## src/rtl/priority_arbiter_pkg.sv

```systemverilog
// Shared defaults and helpers for the priority arbiter.
// Latency: n/a (constants and a constant function only).
// Backpressure: n/a.
package priority_arbiter_pkg;

    localparam int DEFAULT_NUM_REQUEST   = 3;
    localparam int DEFAULT_REQUEST_WIDTH = 64;

    // Index width that stays legal for a single-way build.
    function automatic int idx_width(input int n);
        return (n > 1) ? $clog2(n) : 1;
    endfunction

endpackage

```

## src/rtl/priority_arbiter_find_first_one.sv

```systemverilog
// Lowest-index set bit finder: one-hot, binary index and any-set flag.
// Latency: combinational.
// Backpressure: n/a.
module find_first_one
    import priority_arbiter_pkg::*;
#(
    parameter int WIDTH = DEFAULT_NUM_REQUEST,
    localparam int IDX_W = idx_width(WIDTH)
) (
    input  logic [WIDTH-1:0] vec,
    output logic [WIDTH-1:0] one_hot,
    output logic [IDX_W-1:0] index,
    output logic             found
);

    always_comb begin
        one_hot = '0;
        index   = '0;
        found   = 1'b0;
        for (int i = 0; i < WIDTH; i++) begin
            if (vec[i] && !found) begin
                one_hot[i] = 1'b1;
                index      = IDX_W'(i);
                found      = 1'b1;
            end
        end
    end

endmodule

```

## src/rtl/priority_arbiter.sv

```systemverilog
// Critical-first / round-robin arbiter feeding a single-entry output register.
// Latency: one cycle from request valid (register empty) to request_valid_out.
// Backpressure: register holds until issue_ack_in; no grant while full or an ack pulse is out.
module priority_arbiter
    import priority_arbiter_pkg::*;
#(
    parameter int NUM_REQUEST                  = DEFAULT_NUM_REQUEST,
    parameter int SINGLE_REQUEST_WIDTH_IN_BITS = DEFAULT_REQUEST_WIDTH
) (
    input  logic                                                clk_in,
    input  logic                                                reset_in,
    input  logic [NUM_REQUEST*SINGLE_REQUEST_WIDTH_IN_BITS-1:0] request_flatted_in,
    input  logic [NUM_REQUEST-1:0]                              request_valid_flatted_in,
    input  logic [NUM_REQUEST-1:0]                              request_critical_flatted_in,
    output logic [NUM_REQUEST-1:0]                              issue_ack_out,
    output logic [SINGLE_REQUEST_WIDTH_IN_BITS-1:0]             request_out,
    output logic                                                request_valid_out,
    input  logic                                                issue_ack_in
);

    localparam int W     = SINGLE_REQUEST_WIDTH_IN_BITS;
    localparam int N     = NUM_REQUEST;
    localparam int IDX_W = idx_width(NUM_REQUEST);
    localparam logic [IDX_W-1:0] LAST_IDX = IDX_W'(N - 1);
    localparam logic [IDX_W-1:0] N_MOD    = IDX_W'(N);

    logic [IDX_W-1:0] rr_pointer;

    logic [N-1:0]     crit_vec;
    logic [N-1:0]     crit_oh;
    logic [IDX_W-1:0] crit_idx;
    logic             crit_found;

    logic [N-1:0]     rot_vec;
    logic [N-1:0]     rot_oh;
    logic [IDX_W-1:0] rot_idx;
    logic             rot_found;

    logic [N-1:0]     rr_oh;
    logic [IDX_W-1:0] rr_idx;
    logic [IDX_W-1:0] rr_sum;

    logic [N-1:0]     grant_oh;
    logic [IDX_W-1:0] grant_idx;
    logic [IDX_W-1:0] next_rr;
    logic [W-1:0]     grant_dat;
    logic             grant_en;

    assign crit_vec = request_valid_flatted_in & request_critical_flatted_in;

    find_first_one #(.WIDTH(N)) u_crit_ffo (
        .vec     (crit_vec),
        .one_hot (crit_oh),
        .index   (crit_idx),
        .found   (crit_found)
    );

    // Rotate valids so that bit 0 is the way rr_pointer points at.
    always_comb begin
        rot_vec = '0;
        for (int i = 0; i < N; i++) begin
            if (i + int'(rr_pointer) < N) rot_vec[i] = request_valid_flatted_in[i + int'(rr_pointer)];
            else                          rot_vec[i] = request_valid_flatted_in[i + int'(rr_pointer) - N];
        end
    end

    find_first_one #(.WIDTH(N)) u_rr_ffo (
        .vec     (rot_vec),
        .one_hot (rot_oh),
        .index   (rot_idx),
        .found   (rot_found)
    );

    // Map the rotated pick back to an absolute way number.
    always_comb begin
        rr_oh  = '0;
        for (int i = 0; i < N; i++) begin
            if (i + int'(rr_pointer) < N) rr_oh[i + int'(rr_pointer)]     = rot_oh[i];
            else                          rr_oh[i + int'(rr_pointer) - N] = rot_oh[i];
        end
        rr_sum = rr_pointer + rot_idx;
        rr_idx = ((int'(rr_pointer) + int'(rot_idx)) >= N) ? rr_sum - N_MOD : rr_sum;
    end

    assign grant_oh  = crit_found ? crit_oh  : rr_oh;
    assign grant_idx = crit_found ? crit_idx : rr_idx;
    assign next_rr   = (grant_idx == LAST_IDX) ? '0 : grant_idx + IDX_W'(1);
    assign grant_en  = !request_valid_out && (issue_ack_out == '0) && rot_found;

    always_comb begin
        grant_dat = '0;
        for (int i = 0; i < N; i++) begin
            if (grant_oh[i]) grant_dat = grant_dat | request_flatted_in[i*W +: W];
        end
    end

    always_ff @(posedge clk_in or negedge reset_in) begin
        if (!reset_in) begin
            rr_pointer        <= '0;
            issue_ack_out     <= '0;
            request_out       <= '0;
            request_valid_out <= 1'b0;
        end else begin
            issue_ack_out <= '0;
            if (grant_en) begin
                request_out       <= grant_dat;
                request_valid_out <= 1'b1;
                issue_ack_out     <= grant_oh;
                rr_pointer        <= next_rr;
            end else if (request_valid_out && issue_ack_in) begin
                request_out       <= '0;
                request_valid_out <= 1'b0;
            end
        end
    end

endmodule

```

## config.mk

```make
export PLATFORM = sky130hd
export DESIGN_NAME = priority_arbiter
export DESIGN_NICKNAME = d
export VERILOG_FILES = /design/src/rtl/priority_arbiter_pkg.sv /design/src/rtl/priority_arbiter_find_first_one.sv /design/src/rtl/priority_arbiter.sv
export SDC_FILE = /design/constraint.sdc
export NUM_CORES = 1
export LEC_CHECK = 0
export BUFFER_PORTS_ARGS = -buffer_cell sky130_fd_sc_hd__buf_4
export CELL_PAD_IN_SITES_DETAIL_PLACEMENT = 1
export CELL_PAD_IN_SITES_GLOBAL_PLACEMENT = 2
export CORE_MARGIN = 2
export CORE_UTILIZATION = 26
export CTS_CLUSTER_DIAMETER = 30
export CTS_CLUSTER_SIZE = 28
export DETAILED_ROUTE_END_ITERATION = 16
export PLACE_DENSITY_LB_ADDON = 0.08
export SLEW_MARGIN = 20
export SYNTH_ARGS = -nofsm -noshare
export SYNTH_HDL_FRONTEND = slang
export SYNTH_HIERARCHICAL = 1
export SYNTH_SLANG_ARGS = --single-unit
```

## constraint.sdc

```tcl
create_clock -name clk_in -period 11.04 [get_ports clk_in]
set_clock_uncertainty 0.15 [all_clocks]
set_input_delay 2.208 -clock clk_in [delete_from_list [all_inputs] [get_ports clk_in]]
set_output_delay 2.208 -clock clk_in [all_outputs]
set_load 0.01 [all_outputs]
```

# --- Word-level counts from Yosys, hierarchy flattened ---
# Cells that the tools add are included.
word_totals:
  elab_cells: 120
  reg_bits: 70
  out_inout_bits: 68
  inputBits: 201
classes:
  order_cmp: 16
  reduce_logical: 20
  bitwise_logic: 5
  muxes: 65
  n_eq_ne: 1
  addsub: 9
ops:
  columns: ["op", "n"]
  rows:
  - ["two-way mux 64 bit", 5]
  - ["OR 64 bit", 2]
  - [">= comparator 32 x 1 -> 1 bit (second input constant)", 2]
  - ["less-than comparator 32 x 3 -> 1 bit (second input constant)", 2]
  - ["less-than comparator 32 x 4 -> 1 bit (second input constant)", 2]
  - ["two-way mux 1 bit", 34]
  - ["two-way mux 3 bit", 5]
  - ["logical AND 1 bit", 13]
  - ["binary-select mux 1 bit (select 2 bit)", 6]
  - ["bitwise mux 3 bit", 4]
  - ["demux 1 bit (select 2 bit)", 6]
  - ["two-way mux 2 bit", 5]
  - ["AND 3 bit", 3]
  - [">= comparator 4 x 1 -> 1 bit (second input constant)", 2]
  - ["less-than comparator 4 bit (second input constant)", 2]
  - ["subtractor 3 x 2 -> 4 bit (second input constant)", 2]
  - ["zero test 1 bit", 5]
  - ["less-than comparator 3 x 4 -> 1 bit (second input constant)", 1]
  - ["adder 1 x 2 -> 3 bit (first input constant)", 1]
  - ["adder 2 x 2 -> 3 bit", 1]
  - ["adder 2 x 2 -> 3 bit (first input constant)", 1]
  - [">= comparator 3 x 1 -> 1 bit (second input constant)", 1]
  - [">= comparator 3 x 2 -> 1 bit (second input constant)", 1]
  - ["zero test 3 bit", 1]
  - ["9 further kinds", 9]

# --- Logic depth before layout (Yosys ltp) ---
depth:
  depth_word: 21
  mapped_depth: 19
  mapped_depth_nobuf: 18

# --- By module ---
# Netlist, hierarchy kept.
modules_own_cells:
  columns: ["mod", "instances", "cells_each", "area_per_inst_um2"]
  rows:
  - ["priority_arbiter", 1, 328, 3966.3]
  - ["find_first_one", 2, 6, 45.0]

# --- Worst setup path before layout ---
# Ideal clock, no wire load.
synth_path:
  path_kind: "input to register"
  from: "input port request_valid_flatted_in[0]"
  to: "register rr_pointer[1]"
  arrival_time_ps: 4430
  setup_ps: 83
  stages: 14
  path_slack_ps: 6377
  t_required_ps: 10807
  path_cell_list: "mux2_2 -> o21ai_0 -> a21oi_1 -> and2b_2 -> ha_1 -> inv_1 -> fa_1 -> inv_1 -> ha_1 -> nor2b_1 -> and3_1 -> o22a_1 -> nand4_1 -> o21ai_0"
synth_via:
  elab_chain_cells: 17
  elab_cells_between_ends: 49
  classes_between: "add/sub (4); order compare (1); eq/ne (1); mux (33); bitwise (1); reduce/logical (9)"
synth_lines:
  columns: ["element", "line_no", "rtl"]
  rows:
  - ["start: declaration", "priority_arbiter.sv:13", "input logic [NUM_REQUEST-1:0] request_valid_flatted_in,"]
  - ["binary-select mux 1 bit (select 2 bit)", "priority_arbiter.sv:63", "else rot_vec[i] = request_valid_flatted_in[i + int'(rr_pointer) - N];"]
  - ["two-way mux 1 bit (implied by the code) (2 in a row)", "priority_arbiter.sv:63", null]
  - ["two-way mux 1 bit (*)", "priority_arbiter.sv:62", "if (i + int'(rr_pointer) < N) rot_vec[i] = request_valid_flatted_in[i + int'(rr_pointer)];"]
  - ["named net rot_vec[0]", "priority_arbiter.sv:34", "logic [N-1:0] rot_vec;"]
  - ["two-way mux 1 bit (*)", "priority_arbiter_find_first_one.sv:21", "if (vec[i] && !found) begin"]
  - ["zero test 1 bit", "priority_arbiter_find_first_one.sv:21", null]
  - ["logical AND 1 bit", "priority_arbiter_find_first_one.sv:21", null]
  - ["two-way mux 1 bit", "priority_arbiter_find_first_one.sv:21", null]
  - ["[... 2 more ...]", null, null]
  - ["two-way mux 2 bit (*)", "priority_arbiter_find_first_one.sv:21", null]
  - ["named net rot_idx[0]", "priority_arbiter.sv:36", "logic [IDX_W-1:0] rot_idx;"]
  - ["adder 2 x 2 -> 3 bit or adder 2 bit (tied branches)", "priority_arbiter.sv:82, priority_arbiter.sv:81", null]
  - [">= comparator 3 x 2 -> 1 bit or subtractor 2 bit (tied branches)", "priority_arbiter.sv:82", "rr_idx = ((int'(rr_pointer) + int'(rot_idx)) >= N) ? rr_sum - N_MOD : rr_sum;"]
  - ["two-way mux 2 bit (*)", "priority_arbiter.sv:82", null]
  - ["two-way mux 2 bit (*)", "priority_arbiter.sv:86", "assign grant_idx = crit_found ? crit_idx : rr_idx;"]
  - ["adder 2 x 1 -> 2 bit or == test 2 bit (tied branches)", "priority_arbiter.sv:87", "assign next_rr = (grant_idx == LAST_IDX) ? '0 : grant_idx + IDX_W'(1);"]
  - ["two-way mux 2 bit (*)", "priority_arbiter.sv:87", null]
  - ["end signal: assignment", "priority_arbiter.sv:109", "rr_pointer <= next_rr;"]
  - ["end: declaration", "priority_arbiter.sv:27", "logic [IDX_W-1:0] rr_pointer;"]
# The timed path passes the listed nets; every way through them passes the cells marked *. The select of a mux whose other input is x is not followed.
# A chain may end at the register's enable or synchronous reset.

# --- Worst setup path after layout ---
layout_path:
  from: "input port request_valid_flatted_in[0]"
  to: "register request_out[51]"
layout_via:
  elab_cells_between_ends: 57
  classes_between: "mux (42); bitwise (5); reduce/logical (10)"
layout_lines:
  columns: ["element", "line_no", "rtl"]
  rows:
  - ["binary-select mux 1 bit (select 2 bit)", "priority_arbiter.sv:63", null]
  - ["two-way mux 1 bit (implied by the code) (2 in a row)", "priority_arbiter.sv:63", null]
  - ["two-way mux 1 bit (*)", "priority_arbiter.sv:62", null]
  - ["named net rot_vec[0]", "priority_arbiter.sv:34", null]
  - ["two-way mux 1 bit (*)", "priority_arbiter_find_first_one.sv:21", null]
  - ["zero test 1 bit", "priority_arbiter_find_first_one.sv:21", null]
  - ["logical AND 1 bit", "priority_arbiter_find_first_one.sv:21", null]
  - ["two-way mux 1 bit (*)", "priority_arbiter_find_first_one.sv:21", null]
  - ["zero test 1 bit", "priority_arbiter_find_first_one.sv:21", null]
  - ["logical AND 1 bit", "priority_arbiter_find_first_one.sv:21", null]
  - ["two-way mux 1 bit (*)", "priority_arbiter_find_first_one.sv:21", null]
  - ["named net rot_found", "priority_arbiter.sv:37", "logic rot_found;"]
  - ["logical AND 1 bit (*)", "priority_arbiter.sv:88", "assign grant_en = !request_valid_out && (issue_ack_out == '0) && rot_found;"]
  - ["two-way mux 64 bit or nonzero test 2 bit (tied branches)", null, null]
  - ["end signal: assignment", "priority_arbiter.sv:106", "request_out <= grant_dat;"]
  - ["end: declaration", "priority_arbiter.sv:16", "output logic [SINGLE_REQUEST_WIDTH_IN_BITS-1:0] request_out,"]
# Marked as above.

==> results.tsv <==
stage	metric	value	unit
critical_path	Reg2Reg Setup Slack	6.45	ns
route	DRC	0	
sta	setup ws final	5.778	ns
sta	RSZ-0062 raised after global routing	no	
grt	GRT Residual Overflow	0	
yosys	synthesis-stage register bit count	70	
clocking	H-tree level count	3	
critical_path	crit path DAT	5.39	ns
yosys	Post-Syn Nets	553	
flow_run	max cap viols	0	
route	Post-DRT Antenna Nets	0	
place	I/O Buffers	268	
yosys	Cell Area, Synth	0.004056	sq mm
cells_and_area	Final Net Count	795	
yosys	post-synthesis compound-gate area fraction	36.64	%
grt	largest net degree at the start of global routing	71	
critical_path	crit path max fanout	52	
yosys	main combinational cell family by area after synthesis	compound AO/OA/AOI/OAI gates	
sta	setup TNS	0	ns
cells_and_area	most common cell after layout, fill and taps aside	buf_4	
route	Via density	5.489	
power_and_ir_drop	Max IR drop VDD	0.00009258	V
critical_path	crit path capture	request_out[51]$_DFFE_PN0P_	
route	Routed WL	17030	um
route	WL per Instance	21.98	um
sta	slew at the pin closest to its max-slew limit	1.005	ns
critical_path	Critical R2R Launch	rr_pointer[0]$_DFFE_PN0P_	
clocking	clock root buffer	clkbuf_16	
clocking	clock slew at reported path FFs	0.06	ns
cells_and_area	most used cells in the layout excluding fill and tap cells	buf_4 (273), dfrtp_1 (70), a32o_1 (64), a221o_1 (64), inv_1 (14)	
yosys	Synth Area in Simple Gates	6.570	%
clocking	Clock Sinks	70	
clocking	post-CTS sizing	0	
power_and_ir_drop	P per Cell Area	307.1	mW/mm^2
clocking	CTS Hold Bufs	0	
floorplan	core footprint	0.01520	sq mm
floorplan	full die area	0.01662	sq mm
critical_path	CP Class	in -> reg	
critical_path	Crit. Startpoint	request_valid_flatted_in[0]	
grt	antenna violations before repair	0	
grt	first-pass GRT wire length	25430	um
route	initial DRC count	197	
place	HPWL after detailed placement	12190	um
clocking	Num CTS Buffers	9	
floorplan	width of the die	128.9	um
sta	Hold Vio Cnt, Final	0	
critical_path	Critical Path Sink Type	flip-flop	
yosys	sequential fraction of the synthesis area	43.18	%
sta	Slew headroom	32.86	%
sta	crit path time final	5.262	ns
critical_path	worst r2r dst	request_out[51]$_DFFE_PN0P_	
min_path	Hold Crit Class	reg -> reg	
clocking	Post-CTS Setup Bufs	0	
yosys	Netlist cell types	43	
floorplan	FP Rows	45	
place	DP Cell Count	759	
floorplan	Initial Util	26.68	%
cells_and_area	area growth from synthesis to layout	56.69	%
sta	Final period util	47.67	%
yosys	mux share of post-synthesis cell area	0.8020	%
power_and_ir_drop	LEAKAGE	3.044	nW
cells_and_area	n_diodes	0	
floorplan	Top-Level Pins	269	
grt	vias in the first global route	4577	
sta	FMAX	190.0	MHz
clocking	TritonCTS clock tree	built	
yosys	Post-Synth XOR/XNOR Area	0	%
grt	Tot GR Track Use	20.13	%
critical_path	Worst Reg-to-Reg Cells	14	
floorplan	Die Ht	128.9	um
yosys	Post-Syn Instances	340	
critical_path	Worst Setup Start Kind	input port	
place	GP Congestion	0.7712	
cells_and_area	share of cells above drive strength 1	51.62	%
yosys	ys async rst share	100.0	%
sta	Final setup viols	0	
yosys	EDFF count, synth	0	
clocking	CTS max path bufs	2	
yosys	yosys warns	6	
place	pre-CTS setup slack	5.388	ns
outcome	status	finished clean	
sta	final slew viol count	0	
critical_path	WP data required	11.16	ns
yosys	Main synth FF type	dfrtp_1	
route	via count	4254	
yosys	post-synthesis adder-cell area fraction	3.886	%
cells_and_area	non-filler cells, final	775	
yosys	syn_area_per_cell	11.93	sq um
route	drt pass-1 iters	4	
clocking	clk_lat worst skew	0.34	ns
==> power by group <==
group | internal, W | total [W] | leakage (nW) | switching [W]
clock network | 0.000164 | 0.000278 | 0.140 | 0.000114
registers | 0.000383 | 0.000459 | 0.888 | 0.0000764
logic | 0.000583 | 0.00121 | 2.02 | 0.000631
total | 0.00113 | 0.00195 | 3.04 | 0.000822
==> area by class of cell <==
cell class | count | area [sq um]
Clock inverter | 3 | 18.77
Sequential cell | 70 | 1752
Timing Repair Buffer | 274 | 2061
Multi-Input combinational cell | 213 | 1977
Clock buffer | 13 | 260.3
Inverter | 14 | 52.55
Tap cell | 188 | 235.2
Fill cell | 1691 | 8846
==> how the worst min path moves through the flow <==
stage | cells past startpoint | from | slack, ns | end
floorplan | 2 | request_out[0]$_DFFE_PN0P_ | 0.48 | request_out[0]$_DFFE_PN0P_
global placement | 2 | request_out[51]$_DFFE_PN0P_ | 0.43 | request_out[51]$_DFFE_PN0P_
detailed placement | 2 | request_out[5]$_DFFE_PN0P_ | 0.44 | request_out[5]$_DFFE_PN0P_
CTS | 2 | request_out[40]$_DFFE_PN0P_ | 0.46 | request_out[40]$_DFFE_PN0P_
global route | 2 | request_out[29]$_DFFE_PN0P_ | 0.48 | request_out[29]$_DFFE_PN0P_
finish | 2 | request_out[40]$_DFFE_PN0P_ | 0.44 | request_out[40]$_DFFE_PN0P_
==> cells by family after synthesis <==
logic type | after synthesis
AO/OA/AOI/OAI | 158
AND/OR/NAND/NOR | 40
multiplexers | 3
adder cells (fa/ha/maj) | 12
buffers and inverters | 57
flip-flops | 70
==> metal layers <==
metal / global-route usage [%] / share of wire, % / up-vias
li1: - / - / 1914
met1: 24.06 / 40 / 2134
met2: 33.55 / 50 / 185
met3: 7.193 / 8.7 / 21
met4: 7.097 / 2.0 / 0
met5: 0 / 0 / -
==> through the flow <==
step / total power, W / cell area, sq um / hold WS [ns] / utilization [%]
floorplan: 0.001301 / 4056 / 0.4753 / -
global placement: 0.001668 / 6066 / 0.4264 / 39.90
detailed placement: 0.001700 / 6077 / 0.4413 / 39.98
CTS: 0.001985 / 6356 / 0.4563 / 41.81
global route: 0.002103 / 6356 / 0.4788 / 41.81
finish: 0.001952 / 6356 / 0.4431 / 41.81
==> sequential cells by signal (all words and copies together) (netlist names) <==
signal and cells:
issue_ack_out 3, request_out 64, request_valid_out 1, rr_pointer 2
==> cells in the mapped netlist (2+ instances only) <==
cell | n | area share (%)
a211oi_1 | 2 | 0.37
and2_1 | 5 | 0.77
nor2_1 | 2 | 0.19
a221o_1 | 64 | 16
and3_1 | 2 | 0.31
a32o_1 | 64 | 16
nand2_1 | 10 | 0.93
mux2_2 | 2 | 0.56
and2b_2 | 2 | 0.43
nor3_2 | 2 | 0.49
o21ai_1 | 2 | 0.25
nor3b_1 | 2 | 0.37
buf_4 | 8 | 1.5
buf_12 | 5 | 2.5
clkbuf_1 | 9 | 0.83
inv_1 | 14 | 1.3
nor2b_1 | 3 | 0.46
dfrtp_1 | 70 | 43
ha_1 | 11 | 3.4
buf_2 | 20 | 2.5
or3_1 | 2 | 0.31
o21ai_0 | 11 | 1.4
a21oi_1 | 8 | 0.99
==> critical path: stages <==
cell,delay (ns)
buf_4,0.09
inv_1,0.04
o21ai_0,0.19
a211oi_1,0.10
a21oi_1,0.34
or3_1,0.23
nand2b_4,0.07
or4_4,0.43
a221oi_4,0.60
buf_4,0.64
a32o_1,0.26
a221o_1,0.12
Power figures use the tool's default switching activity.
